[config.mk]
export PLATFORM = sky130hd
export DESIGN_NAME = seg_scan_driver
export DESIGN_NICKNAME = d
export VERILOG_FILES = /design/src/rtl/seg_pkg.sv /design/src/rtl/seg_lz_mask.sv /design/src/rtl/seg_scan_driver.sv
export SDC_FILE = /design/constraint.sdc
export NUM_CORES = 1
export LEC_CHECK = 0
export CAP_MARGIN = 0
export CORE_ASPECT_RATIO = 0.9
export CORE_UTILIZATION = 30
export DETAILED_ROUTE_END_ITERATION = 7
export HOLD_SLACK_MARGIN = 0.06
export PLACE_DENSITY = 0.47
export SLEW_MARGIN = 20
export SYNTH_ARGS = -nofsm -noshare
export SYNTH_HDL_FRONTEND = slang
export SYNTH_HIERARCHICAL = 1
export SYNTH_SLANG_ARGS = --single-unit
[constraint.sdc]
create_clock -name clk -period 3.32 [get_ports clk]
set_input_delay 0.664 -clock clk [delete_from_list [all_inputs] [get_ports clk]]
set_output_delay 0.664 -clock clk [all_outputs]
set_load 0.005 [all_outputs]
[src/rtl/seg_pkg.sv]
// Shared constants and hex font for the multiplexed 7-segment driver.
// Segment vectors are {g,f,e,d,c,b,a}, active-low.
package seg_pkg;

    localparam logic [6:0] SEG_BLANK = 7'h7F;

    localparam logic [6:0] SEG_FONT [16] = '{
        7'h40, 7'h79, 7'h24, 7'h30, 7'h19, 7'h12, 7'h02, 7'h78,
        7'h00, 7'h10, 7'h08, 7'h03, 7'h46, 7'h21, 7'h06, 7'h0E
    };

    function automatic logic [6:0] hex_to_seg(input logic [3:0] nib);
        return SEG_FONT[nib];
    endfunction

endpackage

[src/rtl/seg_lz_mask.sv]
// Leading-zero mask: digit i is flagged when nibbles i..top are all zero.
// Digit 0 is never flagged, so a zero value still shows a single "0".
module seg_lz_mask #(
    parameter int NUM_DIGITS = 8
) (
    input  logic [4*NUM_DIGITS-1:0] hex,
    output logic [NUM_DIGITS-1:0]   blank
);

    logic [NUM_DIGITS-1:0] zero_above;

    always_comb begin
        zero_above = '0;
        zero_above[NUM_DIGITS-1] = (hex[4*NUM_DIGITS-1 -: 4] == 4'h0);
        for (int unsigned k = 1; k < NUM_DIGITS; k++) begin
            zero_above[NUM_DIGITS-1-k] = zero_above[NUM_DIGITS-k]
                                       && (hex[4*(NUM_DIGITS-1-k) +: 4] == 4'h0);
        end
        blank    = zero_above;
        blank[0] = 1'b0;
    end

endmodule

[src/rtl/seg_scan_driver.sv]
// Time-multiplexed common-anode 7-segment driver with per-digit enable,
// decimal points, leading-zero blanking and a dead cycle at each slot start.
module seg_scan_driver
    import seg_pkg::*;
#(
    parameter  int NUM_DIGITS = 8,
    parameter  int CLK_DIV    = 50000,
    localparam int CNT_W      = $clog2(CLK_DIV),
    localparam int IDX_W      = $clog2(NUM_DIGITS)
) (
    input  logic                    clk,
    input  logic                    rst,
    input  logic                    load,
    input  logic [4*NUM_DIGITS-1:0] hex,
    input  logic [NUM_DIGITS-1:0]   digit_en,
    input  logic [NUM_DIGITS-1:0]   dp,
    input  logic                    blank_lz,
    output logic [NUM_DIGITS-1:0]   an_n,
    output logic [6:0]              seg_n,
    output logic                    dp_n
);

    logic [4*NUM_DIGITS-1:0] hex_q, hex_d;
    logic [NUM_DIGITS-1:0]   en_q, en_d;
    logic [NUM_DIGITS-1:0]   dpm_q, dpm_d;
    logic                    blz_q, blz_d;
    logic [CNT_W-1:0]        presc_q, presc_d;
    logic [IDX_W-1:0]        idx_q, idx_d;
    logic [NUM_DIGITS-1:0]   an_n_q, an_n_d;
    logic [6:0]              seg_n_q, seg_n_d;
    logic                    dp_n_q, dp_n_d;

    logic [NUM_DIGITS-1:0]   lz_blank;
    logic                    lit;

    seg_lz_mask #(.NUM_DIGITS(NUM_DIGITS)) u_lz_mask (
        .hex   (hex_q),
        .blank (lz_blank)
    );

    always_comb begin
        hex_d   = hex_q;
        en_d    = en_q;
        dpm_d   = dpm_q;
        blz_d   = blz_q;
        presc_d = presc_q + CNT_W'(1);
        idx_d   = idx_q;
        an_n_d  = an_n_q;
        seg_n_d = seg_n_q;
        dp_n_d  = dp_n_q;

        if (load) begin
            hex_d = hex;
            en_d  = digit_en;
            dpm_d = dp;
            blz_d = blank_lz;
        end

        if (presc_q == CNT_W'(CLK_DIV - 1)) begin
            presc_d = '0;
            idx_d   = (idx_q == IDX_W'(NUM_DIGITS - 1)) ? '0 : idx_q + IDX_W'(1);
        end

        lit = en_q[idx_q] & ~(blz_q & lz_blank[idx_q]);

        // Digit data is sampled once per slot (prescaler==1) and then held,
        // so a load arriving mid-slot cannot tear the digit being shown.
        if (presc_q == '0) begin
            an_n_d  = '1;
            seg_n_d = SEG_BLANK;
            dp_n_d  = 1'b1;
        end else if (presc_q == CNT_W'(1)) begin
            an_n_d  = '1;
            seg_n_d = SEG_BLANK;
            dp_n_d  = 1'b1;
            if (lit) begin
                an_n_d[idx_q] = 1'b0;
                seg_n_d       = hex_to_seg(hex_q[{idx_q, 2'b00} +: 4]);
                dp_n_d        = ~dpm_q[idx_q];
            end
        end
    end

    always_ff @(posedge clk) begin
        if (rst) begin
            hex_q   <= '0;
            en_q    <= '0;
            dpm_q   <= '0;
            blz_q   <= 1'b0;
            presc_q <= '0;
            idx_q   <= '0;
            an_n_q  <= '1;
            seg_n_q <= SEG_BLANK;
            dp_n_q  <= 1'b1;
        end else begin
            hex_q   <= hex_d;
            en_q    <= en_d;
            dpm_q   <= dpm_d;
            blz_q   <= blz_d;
            presc_q <= presc_d;
            idx_q   <= idx_d;
            an_n_q  <= an_n_d;
            seg_n_q <= seg_n_d;
            dp_n_q  <= dp_n_d;
        end
    end

    assign an_n  = an_n_q;
    assign seg_n = seg_n_q;
    assign dp_n  = dp_n_q;

endmodule

==> impl_metrics.py <==
metrics = {
    "sta": {
        "clock.fmax_ghz": 0.372,
        "layout_min_cycle_time_ns": 2.69,
        "tns_ns": 0,
        "tightest_slew_ns": 0.876,
        "setup_viol": 0,
        "finalHoldViolCount": 0,
        "fin_skew_ns": 0.00433,
        "drv_slew": 0,
        "rsz0062_at_grt": "false",
        "fin_crit_sh_pct": 81.0,
        "slew_headroom_pct": 41.5,
        "setup_slack_ns": 0.631,
    },
    "clocking": {
        "ctsHoldBuffers": 0,
        "postCtsSetupRepairBufs": 0,
        "clock_sinks": 84,
        "cts_resized": 0,
        "clk_pin_slew_ns": 0.06,
        "cts_root_buf": "clkbuf_16",
        "clk_path_buf_depth": 2,
        "clk_latency_ns": 0.34,
        "cts_tree": "yes",
        "cts_made_buffers": 9,
        "htreeDepth": 3,
    },
    "die": {
        "core_area_um2": 12900,
        "die-area_um2": 13900,
        "start_util_pct": 31.2,
        "die_h_um": 112,
        "die_x_um": 124,
        "ioPinCount": 68,
        "num_rows": 39,
    },
    "global_route": {
        "antenna_found_initial": 0,
        "track_usage_pct": 14.9,
        "gr-usage-met1_pct": 21.0,
        "grt-busiest-layer": "met2",
        "use_met2_pct": 21.1,
        "globalRouteMet3Util_pct": 4.56,
        "grt_pass1_vias": 3048,
        "grt_max_degree": 34,
        "grt_pass1_wl_mm": 15.7,
        "grt-ovfl-total": 0,
    },
    "critical_path": {
        "critPathRequiredTime_ns": 3.55,
        "cp_max_fo": 15,
        "end_kind": "register",
        "timing.rr.end": "seg_n[3]",
        "reg2reg_slack_ns": 0.63,
        "startpoint_type": "register",
        "worst_r2r_path_depth": 8,
        "crit_arrival_ns": 2.92,
        "worstSetupPathType": "reg -> reg",
        "r2r_start": "idx_q[0]",
    },
    "finish": {
        "area_growth_pct": 26.9,
        "register_area_um2": 1680,
        "instances_no_fill": 633,
        "insertedDiodeCount": 0,
        "multiInputGateArea_um2": 2160,
        "fin_util_pct": 39.6,
        "final_cell_area_um2": 5100,
        "fill_cells": 1302,
        "drive_gt1_share_pct": 11.3,
        "nNetsFinal": 529,
    },
    "logic_synthesis": {
        "synth_compound_area_share_pct": 6.81,
        "synth_top_family_by_area": "multiplexers",
        "synth_area_leaders": "dfxtp_1 (42%), mux2i_1 (14%), nor2_1 (7.8%), mux4_2 (5.6%), ha_1 (3.4%)",
        "avgSynthCellArea_um2": 9.90,
        "synth-xor-area-share_pct": 2.83,
        "synth_common_cells": "dfxtp_1 (84), nor2_1 (84), mux2i_1 (56), nand2_1 (13)",
        "async_flop_share_pct": 0,
        "synth.area.mux_share_pct": 21.8,
        "synth_fa_ha_area_share_pct": 3.42,
        "yosys_warnings": 6,
        "yosysTopAreaCell": "dfxtp_1",
        "netlist_instances": 406,
        "synth-edff-count": 0,
        "synth_simple_gate_area_share_pct": 18.7,
        "ys_seq_area_share_pct": 41.8,
        "ys_seq_elements": 84,
        "syn_area_um2": 4020,
        "syn-num-nets": 469,
        "synth_top_area_share_pct": 41.8,
        "synthFlopType": "dfxtp_1",
        "synthDistinctLibCells": 55,
    },
    "place": {
        "dpl.hpwl_mm": 7.07,
        "place_congestion": 0.791,
        "placed_area_um2": 4810,
        "place_ws_ns": 0.597,
        "placedCellCount": 619,
        "port_buffers": 67,
    },
    "detailed_routing": {
        "via_per_inst": 4.75,
        "first_pass_iters": 4,
        "postRouteAntennaNets": 0,
        "wl_mm": 9.51,
        "vias": 3008,
        "drc": 0,
        "detail_route.wl_per_cell_um": 15.0,
        "drt_iter0_markers": 154,
    },
    "min_path": {
        "holdPathEnd": "dpm_q[6]",
        "hp-start": "dpm_q[6]",
        "hold_class": "reg -> reg",
        "worstHoldPathCells": 2,
    },
    "flow_run": {
        "maxCapViolCount": 0,
    },
    "pwr": {
        "p_leak_nw": 2.04,
        "vdd.ir_drop.worst_mv": 0.227,
        "p_per_area_nw_per_um2": 456,
    },
    "outcome": {
        "status": "finished clean",
    },
}
-- power breakdown --
group	internal (mW)	switching [mW]	leakage [nW]	total (mW)
clock	0.614	0.376	0.145	0.990
sequential	1.05	0.0352	0.688	1.08
combinational	0.139	0.113	1.20	0.253
total	1.80	0.524	2.04	2.33
-- registers in the layout, summed over array words and instances (netlist names) --
| register | cells |
|---|---|
| an_n | 8 |
| blz_q | 1 |
| dp_n | 1 |
| dpm_q | 8 |
| en_q | 8 |
| hex_q | 32 |
| idx_q | 3 |
| presc_q | 16 |
| seg_n | 7 |
-- through the flow --
step | power (mW) | hold WS, ns
floorplan | 1.25 | 0.445
global placement | 1.36 | 0.469
detailed placement | 1.36 | 0.478
CTS | 2.37 | 0.493
global route | 2.43 | 0.520
finish | 2.33 | 0.494
-- how the worst max path moves through the flow --
stage	from	end	slack, ns	depth (start not counted)
3_5_place_dp	idx_q[0]	seg_n[3]	0.60	8
4_1_cts	idx_q[0]	seg_n[3]	0.59	8
3_3_place_gp	idx_q[0]	seg_n[3]	0.67	8
2_1_floorplan	idx_q[0]	seg_n[3]	0.87	11
5_1_grt	idx_q[0]	seg_n[3]	0.38	8
6_report	idx_q[0]	seg_n[3]	0.63	8
-- layout by cell type, fill, tap and decap left out, types with 2 or more instances in the layout --
cell type and n:
a31oi_1 4, nand2b_1 7, mux2_2 3, xnor2_1 8
clkdlybuf4s50_1 65, dfxtp_1 84, nand3_1 9, clkbuf_16 9
a21oi_1 12, nor3_1 6, mux2i_4 2, or2_2 2
mux2i_1 56, o22ai_1 3, buf_2 2, mux4_2 10
a211o_1 3, buf_4 5, and3_1 4, nand2_1 13
nor4_1 6, ha_1 11, clkbuf_8 2, nor4_2 3
inv_1 12, nor2_1 84, xor2_1 5, o22a_1 7
o21ai_0 2
-- per-layer routing --
metal  wire length [um]  part of all wire (%)
met2               3810                    40
met5                  0                     0
met4                138                   1.5
met1               5020                    53
met3                540                   5.7
-- worst max-delay path, stage by stage, from the launching register on --
cell and delay (ns):
dfxtp_1 0.75, mux4_2 0.60, mux2i_2 0.30, inv_1 0.16, ha_1 0.23, mux2_2 0.25, nand2_1 0.06, o21ai_0 0.07
o22a_1 0.15
-- area by class of cell --
class	count	area share, %
multi-input cells	285	42.3
repair buffers	73	14.1
inverters	13	0.956
well taps	164	4.02
clock buffers	12	5.03
clock inverters	2	0.686
flip-flops and latches	84	32.9
-- cells by family after synthesis --
group           count (synthesis)
simple gates                  149
flops                          84
mux                            72
compound gates                 39
buf+inv                        37
xor+xnor                       13
fa+ha+maj                      11
other cells                     1
(Power assumes the default switching activity.)
